===== src/rtl/simon_game_core.sv =====
// Simon memory game core: LFSR sequence, LED playback, button entry.
// Single clock, synchronous active-low reset, all outputs registered.
module simon_game_core #(
  parameter int COLOUR_W       = 2,
  parameter int MAX_ROUNDS     = 16,
  parameter int HOLD_CYCLES    = 5_000_000,
  parameter int GAP_CYCLES     = 2_500_000,
  parameter int TIMEOUT_CYCLES = 50_000_000,
  localparam int N_COLOURS     = 2**COLOUR_W,
  localparam int RW            = $clog2(MAX_ROUNDS+1)
) (
  input  logic                 clk,
  input  logic                 rst_n,
  input  logic                 start,
  input  logic [7:0]           seed,
  input  logic [N_COLOURS-1:0] btn,
  output logic [N_COLOURS-1:0] led,
  output logic [2:0]           state,
  output logic [RW-1:0]        round,
  output logic                 win,
  output logic                 lose,
  output logic                 busy
);

  localparam int AW = (MAX_ROUNDS > 1) ? $clog2(MAX_ROUNDS) : 1;
  localparam int T1M = (HOLD_CYCLES > GAP_CYCLES) ? HOLD_CYCLES : GAP_CYCLES;
  localparam int TMAX = (T1M > TIMEOUT_CYCLES) ? T1M : TIMEOUT_CYCLES;
  localparam int TW = $clog2(TMAX+1);

  localparam logic [TW-1:0] HOLD_END = TW'(HOLD_CYCLES-1);
  localparam logic [TW-1:0] GAP_END  = TW'(GAP_CYCLES-1);
  localparam logic [TW-1:0] TO_END   = TW'(TIMEOUT_CYCLES-1);
  localparam logic [TW-1:0] T1       = TW'(1);
  localparam logic [RW-1:0] R1       = RW'(1);
  localparam logic [RW-1:0] LAST_RND = RW'(MAX_ROUNDS);
  localparam logic [RW-1:0] GEN_END  = RW'(MAX_ROUNDS-1);
  localparam logic [N_COLOURS-1:0] ONE = N_COLOURS'(1);

  typedef enum logic [2:0] {
    IDLE     = 3'd0,
    GEN      = 3'd1,
    SHOW_ON  = 3'd2,
    SHOW_OFF = 3'd3,
    INPUT    = 3'd4,
    WIN      = 3'd5,
    LOSE     = 3'd6
  } state_e;

  state_e                 state_q, state_d;
  logic [7:0]             lfsr_q, lfsr_d;
  logic [RW-1:0]          round_q, round_d;
  logic [RW-1:0]          idx_q, idx_d;
  logic [TW-1:0]          tmr_q, tmr_d;
  logic [N_COLOURS-1:0]   btn_q;
  logic [N_COLOURS-1:0]   led_q, led_d;
  logic                   win_q, win_d;
  logic                   lose_q, lose_d;
  logic                   busy_q, busy_d;
  logic [COLOUR_W-1:0]    mem_q [2**AW];

  logic [7:0]             lfsr_nxt;
  logic [COLOUR_W-1:0]    cur_col, nxt_col;
  logic                   mem_we, press, btn_1h, hit, last;

  assign lfsr_nxt = {1'b0, lfsr_q[7:1]} ^ (lfsr_q[0] ? 8'hB8 : 8'h00);
  assign mem_we   = (state_q == GEN);
  assign cur_col  = mem_q[idx_q[AW-1:0]];
  assign press    = (|btn) & ~(|btn_q);
  assign btn_1h   = (btn != '0) && ((btn & (btn - ONE)) == '0);
  assign hit      = btn_1h && (btn == (ONE << cur_col));
  assign last     = (idx_q == (round_q - R1));

  // Forward the colour being written so a 1-round game shows it at once.
  assign nxt_col = (mem_we && idx_d[AW-1:0] == idx_q[AW-1:0])
                 ? lfsr_q[COLOUR_W-1:0]
                 : mem_q[idx_d[AW-1:0]];

  // Game sequencing: next state, LFSR, round, step index and shared timer.
  always_comb begin
    state_d = state_q;
    lfsr_d  = lfsr_q;
    round_d = round_q;
    idx_d   = idx_q;
    tmr_d   = tmr_q;
    unique case (state_q)
      IDLE, WIN, LOSE: begin
        if (start) begin
          state_d = GEN;
          lfsr_d  = (seed == 8'h00) ? 8'h01 : seed;
          round_d = R1;
          idx_d   = '0;
          tmr_d   = '0;
        end
      end
      GEN: begin
        lfsr_d = lfsr_nxt;
        if (idx_q == GEN_END) begin
          state_d = SHOW_ON;
          idx_d   = '0;
          tmr_d   = '0;
        end else begin
          idx_d = idx_q + R1;
        end
      end
      SHOW_ON: begin
        if (tmr_q == HOLD_END) begin
          state_d = SHOW_OFF;
          tmr_d   = '0;
        end else begin
          tmr_d = tmr_q + T1;
        end
      end
      SHOW_OFF: begin
        if (tmr_q == GAP_END) begin
          tmr_d = '0;
          if (idx_q + R1 == round_q) begin
            state_d = INPUT;
            idx_d   = '0;
          end else begin
            state_d = SHOW_ON;
            idx_d   = idx_q + R1;
          end
        end else begin
          tmr_d = tmr_q + T1;
        end
      end
      INPUT: begin
        if (press) begin
          tmr_d = '0;
          if (!hit) begin
            state_d = LOSE;
          end else if (last && round_q == LAST_RND) begin
            state_d = WIN;
          end else if (last) begin
            state_d = SHOW_ON;
            round_d = round_q + R1;
            idx_d   = '0;
          end else begin
            idx_d = idx_q + R1;
          end
        end else if (tmr_q == TO_END) begin
          state_d = LOSE;
        end else begin
          tmr_d = tmr_q + T1;
        end
      end
      default: state_d = IDLE;
    endcase
  end

  // Output values for the state being entered, so outputs are registered.
  always_comb begin
    led_d  = '0;
    win_d  = (state_d == WIN);
    lose_d = (state_d == LOSE);
    busy_d = state_d inside {GEN, SHOW_ON, SHOW_OFF, INPUT};
    case (state_d)
      SHOW_ON: led_d = ONE << nxt_col;
      INPUT:   led_d = btn_1h ? btn : '0;
      default: led_d = '0;
    endcase
  end

  // Control and output registers with synchronous reset.
  always_ff @(posedge clk) begin
    if (!rst_n) begin
      state_q <= IDLE;
      lfsr_q  <= '0;
      round_q <= '0;
      idx_q   <= '0;
      tmr_q   <= '0;
      btn_q   <= '0;
      led_q   <= '0;
      win_q   <= 1'b0;
      lose_q  <= 1'b0;
      busy_q  <= 1'b0;
    end else begin
      state_q <= state_d;
      lfsr_q  <= lfsr_d;
      round_q <= round_d;
      idx_q   <= idx_d;
      tmr_q   <= tmr_d;
      btn_q   <= btn;
      led_q   <= led_d;
      win_q   <= win_d;
      lose_q  <= lose_d;
      busy_q  <= busy_d;
    end
  end

  // Sequence memory, fully rewritten in GEN so it needs no reset.
  always_ff @(posedge clk) begin
    if (mem_we) mem_q[idx_q[AW-1:0]] <= lfsr_q[COLOUR_W-1:0];
  end

  assign led   = led_q;
  assign state = state_q;
  assign round = round_q;
  assign win   = win_q;
  assign lose  = lose_q;
  assign busy  = busy_q;

endmodule


===== config.mk =====
export PLATFORM = sky130hd
export DESIGN_NAME = simon_game_core
export DESIGN_NICKNAME = d
export VERILOG_FILES = /design/src/rtl/simon_game_core.sv
export SDC_FILE = /design/constraint.sdc
export NUM_CORES = 1
export LEC_CHECK = 0
export BUFFER_PORTS_ARGS = -buffer_cell sky130_fd_sc_hd__buf_2
export CAP_MARGIN = 25
export CORE_AREA = 2 2 116 141
export CTS_CLUSTER_DIAMETER = 150
export DETAILED_ROUTE_END_ITERATION = 7
export DIE_AREA = 0 0 118 143
export PLACE_DENSITY = 0.53
export SYNTH_ARGS = -nofsm -noshare
export SYNTH_HDL_FRONTEND = slang
export SYNTH_SLANG_ARGS = --single-unit

===== constraint.sdc =====
create_clock -name clk -period 7.9 [get_ports clk]
set_clock_uncertainty 0.2 [all_clocks]
set_input_delay 0.79 -clock clk [delete_from_list [all_inputs] [get_ports clk]]
set_output_delay 0.79 -clock clk [all_outputs]
set_load 0.02 [all_outputs]

==> results.json <==
{
  "sw_frac_of_total_pct": 36.0,
  "fin_crit_sh_pct": 61.6,
  "ys_async_sr_fraction_pct": 0,
  "syn-instance-count": 563,
  "hpwl_um": 9820,
  "ir_drop_v": 0.0000888,
  "ant_nets": 0,
  "crit_arrival_ns": 4.92,
  "cp-end-kind": "flip-flop",
  "cts_setup_buffers": 0,
  "grt_usage_pct": 16.3,
  "routedWlPerCell_um": 16.6,
  "grt_overflow": 0,
  "drt_wl_total_um": 13200,
  "p_leak_nw": 2.14,
  "viasPerCell": 5.29,
  "seqPwrFrac_pct": 38.5,
  "insertedDiodeCount": 0,
  "area_growth_pct": 10.4,
  "antenna_found_initial": 0,
  "cp-endpoint": "led[1]",
  "drv_slew": 0,
  "grt_pass1_vias": 4095,
  "p_int_uw": 979,
  "yosys.area.top_type": "dfxtp_1",
  "synth.area.top_cells": "dfxtp_1, edfxtp_1, mux2i_1, nor2_1, xor2_1",
  "io_buffers": 29,
  "p_switching_uw": 550,
  "ys_seq_area_share_pct": 39.8,
  "core_um2": 15500,
  "min_period_ns": 4.87,
  "ys.flop_type": "dfxtp_1",
  "hold_viol_final": 0,
  "cts_max_path_buffers": 2,
  "cts_tree": "built",
  "avgSynthCellArea_um2": 9.46,
  "setup_violations": 0,
  "syn_area_um2": 5330,
  "yosys.area.top_type_share_pct": 21.8,
  "power_frac_comb_pct": 33.6,
  "p_per_area_nw_per_um2": 260,
  "synth.most_common_cell": "nor2_1",
  "drtIter0Drc": 280,
  "startpoint": "idx_q[1]",
  "clk_pin_slew_ns": 0.07,
  "fin_setup_tns_ns": 0,
  "cts_buffers": 9,
  "hold_class": "flip-flop to flip-flop",
  "cts_hold_buf": 0,
  "synth_nets": 587,
  "max_slew_margin_pct": 35.0,
  "worst_pin_slew_ns": 0.974,
  "vias": 4201,
  "worstSkewPairLatency_ns": 0.35,
  "start_util_pct": 34.5,
  "die_w_um": 118,
  "clock.fmax_mhz": 205,
  "drive_gt1_share_pct": 12.1,
  "required_ns": 7.95,
  "ioPinCount": 30,
  "drc": 0,
  "dr.pass1.iters": 5,
  "ys_ff_latch": 90,
  "r2r_end": "led[1]",
  "reg2reg_slack_ns": 3.03,
  "synth_edf_count": 32,
  "status": "finished clean",
  "grt_max_degree": 24,
  "rr_worst_depth": 16,
  "path_class": "flip-flop to flip-flop",
  "clock_power_share_pct": 27.8,
  "yosysWarnings": 0,
  "cts_resized": 0,
  "max_cap_viol_count": 0,
  "cts_root_buf": "clkbuf_16",
  "grt_pass1_wl_um": 21600,
  "rows": 50,
  "cts.sinks": 90,
  "path_max_fanout": 20,
  "htreeDepth": 3,
  "place.gp.congestion": 0.911,
  "p_total_mw": 1.53,
  "die_area_um2": 16900,
  "synthTopCellsByCount": "nor2_1, dfxtp_1, nand2_1",
  "r2r_start": "idx_q[1]",
  "synth_cell_type_count": 68,
  "fp.dieH_um": 143,
  "final_net_count": 605,
  "rsz0062_at_grt": "no",
  "crit_path_start_kind": "flip-flop"
}
## registers in the layout, indices dropped and copies added, names as in the netlist
name / count
btn_q: 4
led: 4
mem_q: 32
win: 1
state: 3
round: 5
lfsr_q: 8
tmr_q: 26
lose: 1
idx_q: 5
busy: 1
## metrics by stage
stage | std cells | utilization, % | worst slack (ns) | hold WS [ns] | cell area, um2
after global placement | 777 | 36.1 | 3.14 | 0.289 | 5590
final | 794 | 38.1 | 3.03 | 0.312 | 5880
after global routing | 794 | 38.1 | 2.68 | 0.338 | 5880
after floorplan | 563 | - | 3.87 | 0.274 | 5330
after CTS | 793 | 38.0 | 3.02 | 0.310 | 5880
after detailed placement | 777 | 36.1 | 3.05 | 0.299 | 5590
## layout make-up
cell class | count | area [um2]
Fill cell | 1563 | 9570
Multi-Input combinational cell | 431 | 2980
Sequential cell | 90 | 2120
Tap cell | 208 | 260
Clock buffer | 11 | 254
Timing Repair Buffer | 32 | 165
Inverter | 17 | 63.8
Clock inverter | 5 | 36.3
## layout by cell type, fill, tap and decap left out, types with 5 or more instances in the layout
cell / netlist / layout
nor2_1: 74 / 74
dfxtp_1: 58 / 58
nand2_1: 45 / 45
edfxtp_1: 32 / 32
buf_2: 0 / 30
mux2i_1: 29 / 29
xor2_1: 28 / 28
and2_1: 22 / 22
o21ai_0: 22 / 21
nor3_1: 19 / 19
a21oi_1: 16 / 16
inv_1: 15 / 15
nand3_1: 14 / 14
and3_1: 13 / 13
xnor2_1: 13 / 13
nand4_1: 10 / 10
clkbuf_16: 0 / 10
a211oi_1: 9 / 9
ha_1: 9 / 9
nor2b_1: 8 / 8
or3_1: 7 / 7
mux4_1: 7 / 7
or2_2: 5 / 5
a21o_1: 5 / 5
o21ai_1: 4 / 5
mux2_2: 5 / 5
## cell families (layout without fill, tap and decap cells)
family | after synthesis | in the layout | synth area share [%]
AOI/OAI and AO/OA | 92 | 92 | 12.0
xor gates and xnor gates | 41 | 41 | 6.74
adders and majority gates | 9 | 9 | 2.11
buffers and inverters | 42 | 65 | 4.25
DFF | 90 | 90 | 39.8
muxes | 46 | 46 | 11.9
and+or+nand+nor | 243 | 243 | 23.2
## per-layer routing
| layer | vias to the layer above | track usage, % | share of wire, % |
|---|---|---|---|
| li1 | 2076 | - | - |
| met5 | - | 0 | 0 |
| met2 | 120 | 25.6 | 45 |
| met1 | 1981 | 21.8 | 48 |
| met3 | 24 | 3.47 | 5.1 |
| met4 | 0 | 6.47 | 2.1 |
## worst max-delay path, stage by stage, from the launching register on
cell	delay (ns)
dfxtp_1	0.96
ha_1	0.44
nand3_1	0.17
inv_1	0.11
ha_1	0.25
xnor2_1	0.14
nor3_1	0.07
a31oi_1	0.16
mux2i_1	0.10
o31ai_1	0.23
a21oi_1	0.14
a22oi_4	0.41
mux4_1	0.63
mux2i_1	0.15
mux2i_1	0.11
mux2_4	0.29
a22o_1	0.19
## power by group through the flow
stage | clock, mW | combinational, mW | sequential (mW)
CTS | 0.432 | 0.515 | 0.591
global route | 0.456 | 0.567 | 0.599
global placement | 0 | 0.507 | 0.600
finish | 0.426 | 0.514 | 0.589
floorplan | 0 | 0.422 | 0.579
detailed placement | 0 | 0.511 | 0.601
## how the worst min path moves through the flow
stage                     startpoint        end  slack (ns)  cells past startpoint
after floorplan            tmr_q[17]  tmr_q[17]        0.27                      2
after global placement     lfsr_q[2]  lfsr_q[1]        0.29                      2
after detailed placement   lfsr_q[3]  lfsr_q[2]        0.30                      2
after CTS                  lfsr_q[3]  lfsr_q[2]        0.31                      2
after global routing       lfsr_q[2]  lfsr_q[1]        0.34                      2
final                      lfsr_q[2]  lfsr_q[1]        0.31                      2
No activity file was read; power rests on OpenSTA's default activity.
